**config.mk**
```make
export PLATFORM = sky130hd
export DESIGN_NAME = microsequencer
export DESIGN_NICKNAME = d
export VERILOG_FILES = /design/src/rtl/microsequencer_pkg.sv /design/src/rtl/micro_return_stack.sv /design/src/rtl/microsequencer.sv
export SDC_FILE = /design/constraint.sdc
export NUM_CORES = 1
export LEC_CHECK = 0
export ABC_AREA = 1
export CAP_MARGIN = 20
export CELL_PAD_IN_SITES_DETAIL_PLACEMENT = 0
export CELL_PAD_IN_SITES_GLOBAL_PLACEMENT = 2
export CORE_MARGIN = 3
export CORE_UTILIZATION = 33
export CTS_CLUSTER_DIAMETER = 100
export DETAILED_ROUTE_END_ITERATION = 6
export GPL_TIMING_DRIVEN = 0
export MAX_ROUTING_LAYER = met4
export PLACE_DENSITY = 0.84
export SYNTH_ARGS = -nofsm -noshare
export SYNTH_HDL_FRONTEND = slang
export SYNTH_SLANG_ARGS = --single-unit
```
**constraint.sdc**
```tcl
create_clock -name clk -period 3.2 [get_ports clk]
set_clock_uncertainty 0.2 [all_clocks]
set_input_delay 0.32 -clock clk [delete_from_list [all_inputs] [get_ports clk]]
set_output_delay 0.32 -clock clk [all_outputs]
set_load 0.01 [all_outputs]
```
**src/rtl/microsequencer_pkg.sv**
```systemverilog
// ============================================================================
// Module      : microsequencer_pkg
// Description : Shared control-unit definitions: microaddress width, N-mode
//               and condition-select encodings, default fetch address.
// Revision    : 1.0 - initial release
// ============================================================================
`default_nettype none

package microsequencer_pkg;

    localparam int UADDR_W = 10;

    typedef logic [UADDR_W-1:0] uaddr_t;

    typedef enum logic [2:0] {
        NS_ENCODE = 3'd0,
        NS_INCR   = 3'd1,
        NS_JUMP   = 3'd2,
        NS_BRANCH = 3'd3,
        NS_WAIT   = 3'd4,
        NS_CALL   = 3'd5,
        NS_RET    = 3'd6,
        NS_FETCH  = 3'd7
    } ns_mode_e;

    typedef enum logic [1:0] {
        CS_MOC       = 2'd0,
        CS_COND_TRUE = 2'd1,
        CS_IRQ       = 2'd2,
        CS_ONE       = 2'd3
    } cond_sel_e;

    localparam uaddr_t FETCH_STATE_DEFAULT = 10'd1;

endpackage

`default_nettype wire

```
**src/rtl/micro_return_stack.sv**
```systemverilog
// ============================================================================
// Module      : micro_return_stack
// Description : LIFO of microsubroutine return addresses with push, pop,
//               flush and full/empty status.
// Revision    : 1.0 - initial release
// ============================================================================
`default_nettype none

module micro_return_stack
    import microsequencer_pkg::*;
#(
    parameter int STACK_DEPTH = 4
) (
    input  logic   clk,
    input  logic   reset_n,
    input  logic   push_i,
    input  logic   pop_i,
    input  logic   flush_i,
    input  uaddr_t push_data_i,
    output uaddr_t top_o,
    output logic   full_o,
    output logic   empty_o
);

    localparam int AW  = $clog2(STACK_DEPTH);
    localparam int SPW = AW + 1;
    localparam logic [SPW-1:0] SP_FULL = SPW'(STACK_DEPTH);

    logic [SPW-1:0]                          sp_q;
    logic [SPW-1:0]                          sp_d;
    logic [AW-1:0]                           w_wr_idx;
    logic [AW-1:0]                           w_top_idx;
    logic                                    w_do_push;
    logic                                    w_do_pop;
    logic [STACK_DEPTH-1:0][UADDR_W-1:0]     w_entries;

    assign full_o    = (sp_q == SP_FULL);
    assign empty_o   = (sp_q == '0);
    assign w_wr_idx  = sp_q[AW-1:0];
    // Depth is a power of two, so the empty case simply wraps to a don't-care entry.
    assign w_top_idx = AW'(sp_q - SPW'(1));
    assign top_o     = w_entries[w_top_idx];

    assign w_do_push = push_i && !full_o && !flush_i;
    assign w_do_pop  = pop_i && !empty_o && !flush_i && !push_i;

    always_comb begin
        sp_d = sp_q;
        if (flush_i) begin
            sp_d = '0;
        end else if (w_do_push) begin
            sp_d = sp_q + SPW'(1);
        end else if (w_do_pop) begin
            sp_d = sp_q - SPW'(1);
        end
    end

    always_ff @(posedge clk) begin
        if (!reset_n) begin
            sp_q <= '0;
        end else begin
            sp_q <= sp_d;
        end
    end

    generate
        for (genvar i = 0; i < STACK_DEPTH; i++) begin : g_entry
            uaddr_t entry_q;

            always_ff @(posedge clk) begin
                if (reset_n && w_do_push && (w_wr_idx == AW'(i))) begin
                    entry_q <= push_data_i;
                end
            end

            assign w_entries[i] = entry_q;
        end
    endgenerate

endmodule

`default_nettype wire

```
**src/rtl/microsequencer.sv**
```systemverilog
// ============================================================================
// Module      : microsequencer
// Description : Next-state address unit of the microprogrammed control unit:
//               condition mux, next-address mux, incrementer, hold register,
//               micro-return stack and sticky stack error flags.
// Revision    : 1.0 - initial release
// ============================================================================
`default_nettype none

module microsequencer
    import microsequencer_pkg::*;
#(
    parameter int     STACK_DEPTH = 4,
    parameter uaddr_t FETCH_STATE = FETCH_STATE_DEFAULT
) (
    input  logic               clk,
    input  logic               reset_n,
    input  logic [2:0]         N,
    input  logic               inv,
    input  logic [1:0]         cond_sel,
    input  logic [UADDR_W-1:0] cr,
    input  logic [UADDR_W-1:0] enc_state,
    input  logic               moc,
    input  logic               cond_true,
    input  logic               irq,
    output logic [UADDR_W-1:0] current_state,
    output logic               stack_ovf,
    output logic               stack_udf
);

    uaddr_t incr_q;
    uaddr_t hold_q;
    logic   stack_ovf_q;
    logic   stack_ovf_d;
    logic   stack_udf_q;
    logic   stack_udf_d;

    logic   w_sel_cond;
    logic   w_c;
    uaddr_t w_next;
    logic   w_push;
    logic   w_pop;
    logic   w_flush;
    uaddr_t w_stack_top;
    logic   w_stack_full;
    logic   w_stack_empty;

    always_comb begin
        w_sel_cond = 1'b1;
        case (cond_sel_e'(cond_sel))
            CS_MOC:       w_sel_cond = moc;
            CS_COND_TRUE: w_sel_cond = cond_true;
            CS_IRQ:       w_sel_cond = irq;
            CS_ONE:       w_sel_cond = 1'b1;
            default:      w_sel_cond = 1'b1;
        endcase
        w_c = w_sel_cond ^ inv;
    end

    always_comb begin
        w_next      = incr_q;
        w_push      = 1'b0;
        w_pop       = 1'b0;
        w_flush     = 1'b0;
        stack_ovf_d = stack_ovf_q;
        stack_udf_d = stack_udf_q;

        case (ns_mode_e'(N))
            NS_ENCODE: w_next = enc_state;
            NS_INCR:   w_next = incr_q;
            NS_JUMP:   w_next = cr;
            NS_BRANCH: w_next = w_c ? cr : incr_q;
            NS_WAIT:   w_next = w_c ? cr : hold_q;
            NS_CALL: begin
                w_next = cr;
                if (w_stack_full) begin
                    stack_ovf_d = 1'b1;
                end else begin
                    w_push = 1'b1;
                end
            end
            NS_RET: begin
                if (w_stack_empty) begin
                    stack_udf_d = 1'b1;
                    w_next      = FETCH_STATE;
                end else begin
                    w_pop  = 1'b1;
                    w_next = w_stack_top;
                end
            end
            NS_FETCH: begin
                w_next  = FETCH_STATE;
                w_flush = 1'b1;
            end
            default: w_next = incr_q;
        endcase

        // Reset forces address 0 and suppresses any stack traffic this cycle.
        if (!reset_n) begin
            w_next  = '0;
            w_push  = 1'b0;
            w_pop   = 1'b0;
            w_flush = 1'b0;
        end
    end

    assign current_state = w_next;
    assign stack_ovf     = stack_ovf_q;
    assign stack_udf     = stack_udf_q;

    always_ff @(posedge clk) begin
        if (!reset_n) begin
            incr_q      <= 10'd1;
            hold_q      <= '0;
            stack_ovf_q <= 1'b0;
            stack_udf_q <= 1'b0;
        end else begin
            incr_q      <= w_next + 10'd1;
            hold_q      <= w_next;
            stack_ovf_q <= stack_ovf_d;
            stack_udf_q <= stack_udf_d;
        end
    end

    micro_return_stack #(
        .STACK_DEPTH (STACK_DEPTH)
    ) u_stack (
        .clk         (clk),
        .reset_n     (reset_n),
        .push_i      (w_push),
        .pop_i       (w_pop),
        .flush_i     (w_flush),
        .push_data_i (incr_q),
        .top_o       (w_stack_top),
        .full_o      (w_stack_full),
        .empty_o     (w_stack_empty)
    );

endmodule

`default_nettype wire
```
==> flow_metrics.tcl <==
set metrics [dict create \
    status "completed" \
    insertion_delay_ns 0.33 \
    finalHoldViolations 0 \
    cp-end-kind "output pin" \
    grt_max_degree 15 \
    p_leak_nw 1.97 \
    peakVddDrop_v 0.000172 \
    relSlewSlack 0.333 \
    crit_path_start_kind "flop" \
    finalSetupViolations 0 \
    path_cells "inv_4 > ha_4 > ha_2 > nor2_8 > nand3_1 > nand2_1 > inv_1 > nand2_1 > inv_1 > nand3_1 > nand2_2 > inv_1 > clkdlybuf4s50_1" \
    firstDrtPassIters 4 \
    rsz0062_at_grt "no" \
    setup_slack_ns 0.175 \
    htree_levels 3 \
    rows 36 \
    dieArea_mm2 0.0115 \
    overflow 0 \
    crit_type "flop to output pin" \
    synth_warnings 0 \
    post-place-cells 580 \
    vias_per_cell 4.44 \
    crit_top_cell "inv_1" \
    dpl.hpwl_um 6160 \
    clk_pin_slew_ns 0.08 \
    vias 2657 \
    port_buffers 41 \
    synth-seq-cells 65 \
    grt_pass1_vias 2555 \
    postSynthCellCount 405 \
    ioPinCount 43 \
    worst_pin_slew_ns 0.997 \
    final_antenna_net_count 0 \
    final_util 0.429 \
    fp.dieW_um 107 \
    coreArea_mm2 0.00986 \
    remaining_drc_errors 0 \
    drt_iter0_markers 95 \
    antennaDiodeCount 0 \
    maxSlewViolCount 0 \
    syn_avg_cell_area_um2 8.38 \
    layout-drive-gt1-share 0.159 \
    crit_path_max_incr_delay_ns 0.54 \
    synth.distinct_cells 37 \
    syn_nets 443 \
    wire_per_inst_um 13.9 \
    grt_pass1_wl_um 13300 \
    areaGrowthSynthToFinish_pct 24.8 \
    clock-sinks 65 \
    power.density_mw_per_mm2 429 \
    start_util 0.344 \
    totalPowerFinal_w 0.00182 \
    cap_violations 0 \
    synth_ff_type "edfxtp_1" \
    wl_um 8300 \
    cp_slowest_cell "clkdlybuf4s50_1" \
    hp-class "input pin to flop" \
    syn_area_mm2 0.00339 \
    detailedPlace.worstSlack_ns -0.0711 \
    fin_crit_sh 0.945 \
    clk_path_buf_depth 2 \
    ys_seq_area_frac 0.502 \
    nets 498 \
    antenna_found_initial 0 \
    final_cell_count_no_fill 598 \
    die_height_um 107 \
    numCtsBuffers 9 \
    async_flop_share 0 \
    fin_crit_ns 3.02 \
    critPathMaxFanout 14 \
    worstPathArrival_ns 2.50 \
    cts_root_buffer "clkbuf_8" \
    synth_edf_count 40 \
    grt_usage 0.159 \
    fmax_mhz 331 \
    hold_buffers 0 \
    gp_congestion 0.792 \
    cts_tree "done" \
    cp.required_ns 2.68 \
]
cell usage in the layout, fill, tap and decap left out, types with 2 or more instances in the layout:
cell	Yosys	routed
buf_6	1	2
nand4_1	3	3
o21ai_0	12	12
buf_4	1	4
inv_1	62	62
clkbuf_2	1	2
inv_2	6	5
a21oi_1	4	4
nor2_2	3	2
nor2_4	4	6
o21bai_1	3	3
nand3_1	52	52
ha_1	7	5
clkinvlp_4	0	2
edfxtp_1	40	40
nand2_2	7	7
buf_2	6	4
o21ai_1	4	4
dfxtp_1	25	23
clkinv_2	1	3
clkdlybuf4s50_1	0	37
nand2_1	109	109
nand3b_1	2	2
inv_4	2	5
nor2_1	24	24
nand2_4	6	6
nand3_2	6	6
dlymetal6s2s_1	0	4
clkbuf_8	0	9
nor3_1	3	3
through the flow:
step,instance area [µm²],hold WS [ns],setup TNS (ns)
finish,4230,0.109,0
global placement,3970,0.244,-0.874
floorplan,3390,0.261,0
CTS,4200,0.0890,0
detailed placement,3980,0.244,-0.321
global route,4230,0.133,0
sequential cells by signal, indices dropped and copies added, names as in the netlist:
signal	count
u_stack.sp_q	3
stack_udf	1
u_stack.g_entry.entry_q	40
hold_q	10
incr_q	10
stack_ovf	1
area by class of cell:
type	count	area, µm²
sequential	65	1710
clock buffer	10	149
multi-input combinational	259	1390
buffer	9	60.1
clock inverter	6	40.0
inverter	72	282
tap	133	166
timing repair buffer	44	443
fill	993	5630
power by group:
part	switching (W)	internal, W
Combinational	0.000137	0.000100
Sequential	0.0000173	0.000915
Clock	0.000320	0.000327
Total	0.000474	0.00134
cell usage after synthesis, types with 2 or more instances:
library cell	n	area [µm²]
nand2_1	109	409
inv_1	62	233
nand3_1	52	260
edfxtp_1	40	1200
dfxtp_1	25	500
nor2_1	24	90.1
o21ai_0	12	60.1
ha_1	7	87.6
nand2_2	7	43.8
buf_2	6	30.0
inv_2	6	22.5
nand2_4	6	67.6
nand3_2	6	60.1
a21oi_1	4	20.0
nor2_4	4	45.0
o21ai_1	4	20.0
nand4_1	3	18.8
nor2_2	3	18.8
nor3_1	3	15.0
o21bai_1	3	22.5
inv_4	2	12.5
nand3b_1	2	15.0
metal layers:
layer	wire (µm)	global-route usage	up-vias
li1	-	-	1399
met1	3980	0.205	1201
met2	4000	0.252	49
met3	216	0.0204	8
met4	103	0.0712	0
met5	0	-	-
worst paths after layout:
path	to	start	cells after the start	slack (ns)
setup / recovery	current_state[1]	u_stack.sp_q[0]	13	0.18
hold / removal	stack_ovf	N[1]	4	0.11
setup reg to reg	u_stack.g_entry[0].entry_q[4]	u_stack.sp_q[0]	6	0.45
hold reg to reg	stack_ovf	stack_ovf	2	0.25
worst max-delay path, delay by kind of cell (launching register included):
| kind | cells | cell delay [ns] |
|---|---|---|
| adder cells (fa/ha/maj) | 2 | 0.41 |
| buffers and inverters | 5 | 0.79 |
| flip-flops | 1 | 0.39 |
| AND/OR/NAND/NOR | 6 | 0.58 |
logic make-up after synthesis:
group	Yosys count	synth area share
compound gates	26	0.0421
xor+xnor	1	0.00258
fa+ha+maj	7	0.0258
buf+inv	82	0.0985
flops	65	0.502
simple gates	224	0.329
timing repair:
item	in CTS	in global routing
pin swaps	1	1
hold endpoints to repair	0	0
setup endpoints to repair	13	10
resized for setup	7	10
cloned	1	0
setup buffers	0	2
No activity file was read; power rests on OpenSTA's default activity.
